**src/rtl/fifo_rd_stream.sv**
```systemverilog
// Read-side streaming adapter: pulls words from a FIFO read port with one-cycle read latency
// and presents them as a valid/ready stream through a 2-entry skid buffer.
module fifo_rd_stream #(
  parameter int unsigned DATA_WIDTH = 6,
  parameter int unsigned CNT_WIDTH  = 16
) (
  input  logic                  rd_clk,
  input  logic                  rst,
  input  logic                  EMPTY,
  input  logic [DATA_WIDTH-1:0] data_out,
  output logic                  rd_en,
  output logic                  m_valid,
  output logic [DATA_WIDTH-1:0] m_data,
  input  logic                  m_ready,
  output logic [CNT_WIDTH-1:0]  word_cnt
);

  // Buffer occupancy encoding.
  localparam logic [1:0] EMPTY_B = 2'd0;
  localparam logic [1:0] ONE     = 2'd1;
  localparam logic [1:0] TWO     = 2'd2;

  logic [1:0]            occ_q, occ_d;
  logic                  inflight_q;
  logic [DATA_WIDTH-1:0] buf0_q, buf0_d;  // oldest word, drives m_data
  logic [DATA_WIDTH-1:0] buf1_q, buf1_d;
  logic [CNT_WIDTH-1:0]  cnt_q;

  logic       pop;
  logic       push;
  logic [2:0] outstanding;

  assign m_valid  = (occ_q != EMPTY_B);
  assign m_data   = buf0_q;
  assign word_cnt = cnt_q;

  assign pop  = m_valid & m_ready;
  assign push = inflight_q;

  // Words that will still occupy the buffer after this cycle's pop, counting the one in flight.
  assign outstanding = {1'b0, occ_q} + {2'b00, inflight_q} - {2'b00, pop};

  // Only request when the returning word is guaranteed a free slot.
  assign rd_en = ~EMPTY & (outstanding < 3'd2) & ~rst;

  // Next buffer contents and occupancy from the push/pop combination.
  always_comb begin
    occ_d  = occ_q;
    buf0_d = buf0_q;
    buf1_d = buf1_q;
    case ({push, pop})
      2'b10: begin
        occ_d = occ_q + 2'd1;
        if (occ_q == EMPTY_B) begin
          buf0_d = data_out;
        end else begin
          buf1_d = data_out;
        end
      end
      2'b01: begin
        occ_d  = occ_q - 2'd1;
        buf0_d = buf1_q;
      end
      2'b11: begin
        if (occ_q == TWO) begin
          buf0_d = buf1_q;
          buf1_d = data_out;
        end else if (occ_q == ONE) begin
          buf0_d = data_out;
        end
      end
      default: begin
      end
    endcase
  end

  // State registers; reset discards buffered and in-flight words.
  always_ff @(posedge rd_clk) begin
    if (rst) begin
      occ_q      <= EMPTY_B;
      inflight_q <= 1'b0;
      buf0_q     <= '0;
      buf1_q     <= '0;
      cnt_q      <= '0;
    end else begin
      occ_q      <= occ_d;
      inflight_q <= rd_en;
      buf0_q     <= buf0_d;
      buf1_q     <= buf1_d;
      if (pop) begin
        cnt_q <= cnt_q + CNT_WIDTH'(1);
      end
    end
  end

endmodule

```
**config.mk**
```make
export PLATFORM = sky130hd
export DESIGN_NAME = fifo_rd_stream
export DESIGN_NICKNAME = d
export VERILOG_FILES = /design/src/rtl/fifo_rd_stream.sv
export SDC_FILE = /design/constraint.sdc
export NUM_CORES = 1
export LEC_CHECK = 0
export CORE_MARGIN = 2
export CORE_UTILIZATION = 29
export DETAILED_ROUTE_END_ITERATION = 8
export HOLD_SLACK_MARGIN = 0.15
export PLACE_DENSITY = 0.65
export SYNTH_ARGS = -nofsm -noshare
export SYNTH_HDL_FRONTEND = slang
export SYNTH_SLANG_ARGS = --single-unit
```
**constraint.sdc**
```tcl
create_clock -name rd_clk -period 2.6 [get_ports rd_clk]
set_clock_uncertainty 0.05 [all_clocks]
set_input_delay 0.26 -clock rd_clk [delete_from_list [all_inputs] [get_ports rd_clk]]
set_output_delay 0.26 -clock rd_clk [all_outputs]
set_load 0.1 [all_outputs]
```
* Word level (Yosys, flattened, before mapping)
Index checks and enable logic that the tools add are counted.
** Cells by class
- $add $sub $neg :: 5
- Multipliers :: 0
- Divide/modulo/power cells :: 0
- Order comparisons :: 1
- Eq/ne operators :: 9
- Shift operators :: 0
- Mux-type cells :: 8
- Bitwise operators :: 5
- Reduce and logical (&&, ||, !) cells :: 7
** Operators with widths (number)
- 6-bit two-way mux :: 5
- 6-bit case mux with 3 select lines :: 1
- 16-bit by 1-bit adder with 16-bit output, second input constant :: 1
- 6-bit case mux with 2 select lines :: 1
- 2-bit == test, second input constant :: 3
- 2-bit inequality test, second input constant :: 3
- 3-bit AND reduction :: 2
- 2-bit nonzero test :: 3
- 2-bit by 1-bit == test with 1-bit output, second input constant :: 2
- 2-bit case mux with 2 select lines :: 1
- 2-bit by 1-bit adder with 3-bit output :: 1
- 1-bit AND :: 3
- 3-bit by 2-bit less-than comparator with 1-bit output, second input constant :: 1
- 3-bit inequality test, second input constant :: 1
- 3-bit nonzero test :: 1
- 3-bit by 1-bit subtractor with 3-bit output :: 1
- 2-bit by 1-bit adder with 2-bit output, second input constant :: 1
- 2-bit zero test :: 1
- 1-bit NOT :: 2
- 2-bit by 1-bit subtractor with 2-bit output, second input constant :: 1
** Word-level totals
- Bits in registers :: 31
- Latch bits :: 0
- RAM bits :: 0
- Memory bits (read-only) :: 0
- Bits of input ports :: 10
- Output and inout port bits :: 24
- Word-level logic and storage cells :: 40
- Memories kept :: 0

* Longest topological paths before layout
- Depth after elaboration :: 6
- Depth in mapped cells :: 10
- Mapped depth without buffers :: 9

* Worst setup path after synthesis
No wires, ideal clock.
- Path type :: flip-flop to output port
- Start point :: register occ_q[1]
- End point :: output rd_en
- Data arrival time :: 5199 ps
- Data required time :: 2290 ps
- Slack :: -2909 ps
- Stages on the path, launching flop included :: 11
- Buffers on the path :: 1
- Cells stage by stage :: dfxtp_1 -> inv_1 -> ha_1 -> nor2b_1 -> clkbuf_1 -> inv_1 -> ha_1 -> nand2_1 -> fa_1 -> xor2_1 -> nor4b_1
** On the way
- Word-level cells in the longest chain between the ends :: 6
- Elaborated cells on any way between the ends :: 7
- Classes of those cells :: add/sub: 2; order compare: 1; bitwise: 3; reduce/logical: 1
** Ends and longest elaborated chain
- from (decl) :: RTL line 23 : logic [1:0] occ_q, occ_d;
- from (signal assigned) :: RTL line 80 : occ_q <= EMPTY_B;
- from (signal assigned) :: RTL line 86 : occ_q <= occ_d;
- 2-bit nonzero test :: RTL line 33 : assign m_valid = (occ_q != EMPTY_B);
- 1-bit AND :: RTL line 37 : assign pop = m_valid & m_ready;
- via pop :: RTL line 29 : logic pop;
- 3-bit by 1-bit subtractor with 3-bit output :: RTL line 41 : assign outstanding = {1'b0, occ_q} + {2'b00, inflight_q} - {2'b00, pop};
- 3-bit by 2-bit less-than comparator with 1-bit output :: RTL line 44 : assign rd_en = ~EMPTY & (outstanding < 3'd2) & ~rst;
- 1-bit AND (2 in series) :: RTL line 44
- to (decl) :: RTL line 11 : output logic rd_en,
The timed path passes the listed nets, and every way through them passes these cells.

* Final worst setup path
- Start point :: register occ_q[1]
- End point :: output rd_en
** On the way
- Word-level cells in the longest chain between the ends :: 6
- Elaborated cells on any way between the ends :: 7
- Classes of those cells :: add/sub: 2; order compare: 1; bitwise: 3; reduce/logical: 1
** Ends and longest elaborated chain (RTL line)
- parallel branches: the longest is 2 deep, another holds 2-bit by 1-bit adder with 3-bit output
- 3-bit by 1-bit subtractor with 3-bit output * :: 41
- 3-bit by 2-bit less-than comparator with 1-bit output * :: 44
- 1-bit AND * (2 in series) :: 44
Every way passes the cells marked *.

==> impl_results.md <==
- Outcome: finished, violations left
- Violated checks: setup timing
- Crit. End Element: primary output
- Share of the synthesized area in the top cell type: 41.4%
- TritonCTS Buffers: 5
- CTS Root Cell: clkbuf_8
- Worst Tran Pin Value: 505 ps
- Mapped Nets: 176
- GRT Residual Overflow: 0
- Register area: 626 sq um
- ANT nets after route: 0
- Power Density: 1100 nW/um^2
- Die area: 5760 sq um
- Crit path setup slack, layout: -12.0 ps
- CTS H-tree lvls: 2
- Clock sink count: 31
- Fmax: 383 MHz
- Initial DRT Pass Iterations: 4
- Worst vdd ir: 589 uV
- Wire per inst: 11.5 microns
- Max_slew headroom: 66.3%
- DR iter-0 viols: 61
- Area of the multi-input gates: 892 sq um
- Number of flops mapped to enable cells by yosys: 0
- Most frequent cell after synthesis: dfxtp_1
- FP Rows: 26
- DR vias/cell: 4.58
- Leak: 0.000866 uW
- Die width: 75.9 microns
- Post-Syn Instances: 157
- IO Pins: 34
- TNS Setup: -12.0 ps
- Core area: 5040 sq um
- GP Congestion: 0.729
- Crit path max fanout: 2
- Routed wire length: 3160 microns
- Share of cells above drive strength 1: 31.7%
- Clock buffer depth: 2
- Largest net degree at the start of global routing: 32
- Number of fill cells: 504
- CTS tree: done
- Clock transition at the registers of the reported paths: 70 ps
- RSZ-0062 raised after global routing: true
- Avg Cell Area, Syn: 9.56 sq um
- Ant diodes: 0
- Top post-synthesis cells by count: dfxtp_1 (31), nor2_1 (27), ha_1 (8), xor2_1 (8)
- NumNets Final: 223
- Ys async rst share: 0%
- Pre-CTS worst setup slack: -213 ps
- Chip height: 75.9 microns
- Final slew viol count: 0
- Final count of negative-setup-slack endpoints: 1
- GRT Util Overall: 11.9%
- Clock latency on the worst-skew pair: 270 ps
- DRC viols: 0
- Max-Cap Viols: 0
- Post-synthesis cell area: 1500 sq um
- Initial antenna violation count: 0
- Required @ worst endpoint: 2290 ps
- Min-Delay Path Class: reg -> reg
- Startpoint Class: flop
- Dominant synthesized flop cell: dfxtp_1
- Most area-consuming cells after synthesis: dfxtp_1 (41%), nor2_1 (6.8%), ha_1 (6.7%)
- Minimum clock period: 2610 ps
- Crit path DAT: 2300 ps
- Port buffer count: 33
- Post-synth cell types: 38
- DP HPWL: 2260 microns
- Total number of vias: 1,259
- Ys Warns: 0
- Critical path class: reg -> out
- Sequential share of the synthesized area: 41.4%
- Area Growth Syn to Fin: 41.5%
- Area leader, netlist: dfxtp_1
- Seq cells post-synth: 31
- Final period util: 100%
- Final hold vios: 0
- Initial Utilization: 29.8%
- First-pass GRT wire length: 5680 microns
- Vias in the first global route: 1,249
-- area by class of cell --
class                   count  share of cell area (%)
clock inverters             1                   0.236
repair buffers             46                    17.9
inverters                   6                    1.18
well taps                  70                    4.12
clock buffers               7                    5.07
flip-flops and latches     31                    29.5
multi-input cells         114                    42.0
-- final timing paths --
check             from         end  slack, ps  cells after the start
max reg2reg   occ_q[1]  inflight_q        520                     10
min reg2reg  buf1_q[1]   buf1_q[1]        450                      2
min          buf1_q[1]   buf1_q[1]        450                      2
max           occ_q[1]       rd_en        -10                     10
-- layer usage --
metal  track usage (%)  vias up  part of all wire (%)
met5                 0        -                     0
met4              3.82        0                  0.57
met3              3.81        2                   4.6
met2              20.7       24                    49
met1              13.8      587                    46
li1                  -      646                     -
-- cells by family after synthesis --
family	synth area share, %
xor gates and xnor gates	8.17
adders and majority gates	8.01
AOI/OAI and AO/OA	12.7
DFF	41.4
buffers and inverters	3.17
muxes	4.67
and+or+nand+nor	21.9
-- state kept, by name, summed over array words and instances (netlist names) --
name / count
inflight_q: 1
m_data: 6
occ_q: 2
buf1_q: 6
word_cnt: 16
-- repair_timing --
action / 4_1_cts / 5_1_grt
gates resized for setup: 2 / 0
hold buffers: 0 / 0
setup endpoints to repair: 1 / 1
pin swaps: 4 / 0
setup buffers: 2 / 0
-- critical path, cell delays in order (launching register included) --
cell	delay (ps)
dfxtp_4	350
inv_2	40
ha_4	160
nor2b_4	140
inv_4	50
ha_4	260
nand2_2	40
fa_2	340
xor2_2	170
nor4b_4	270
buf_12	210
-- cell usage in the layout, fill, tap and decap left out, types with 2 or more instances in the layout --
master,Yosys,layout
inv_2,0,2
nand4_1,4,4
clkbuf_8,0,6
or3_1,2,2
nor3_1,2,2
dfxtp_1,31,29
nor2_1,27,27
inv_1,6,3
ha_4,0,2
a21oi_1,4,4
a22oi_1,6,6
mux2i_1,7,7
clkdlybuf4s50_1,0,9
o21ai_0,3,3
buf_4,0,36
nand3_1,4,4
ha_1,8,6
xnor2_1,6,6
nand2_1,5,4
a211oi_1,7,7
xor2_1,8,7
-- power by group --
part           internal [uW]  switching, uW  leakage, uW
clock network            271            181    0.0000594
logic                    430            827     0.000553
registers                570           52.9     0.000253
-- per-stage QoR --
step	power (uW)	instance area [sq um]	cells	utilization [%]	hold WS (ps)
2_1_floorplan	1590	1560	157	-	287
3_3_place_gp	1860	1990	265	39.4	419
3_5_place_dp	1870	1990	265	39.4	435
4_1_cts	2360	2120	275	42.1	451
5_1_grt	2480	2120	275	42.1	477
6_report	2330	2120	275	42.1	448
No activity file was read; power rests on OpenSTA's default activity.
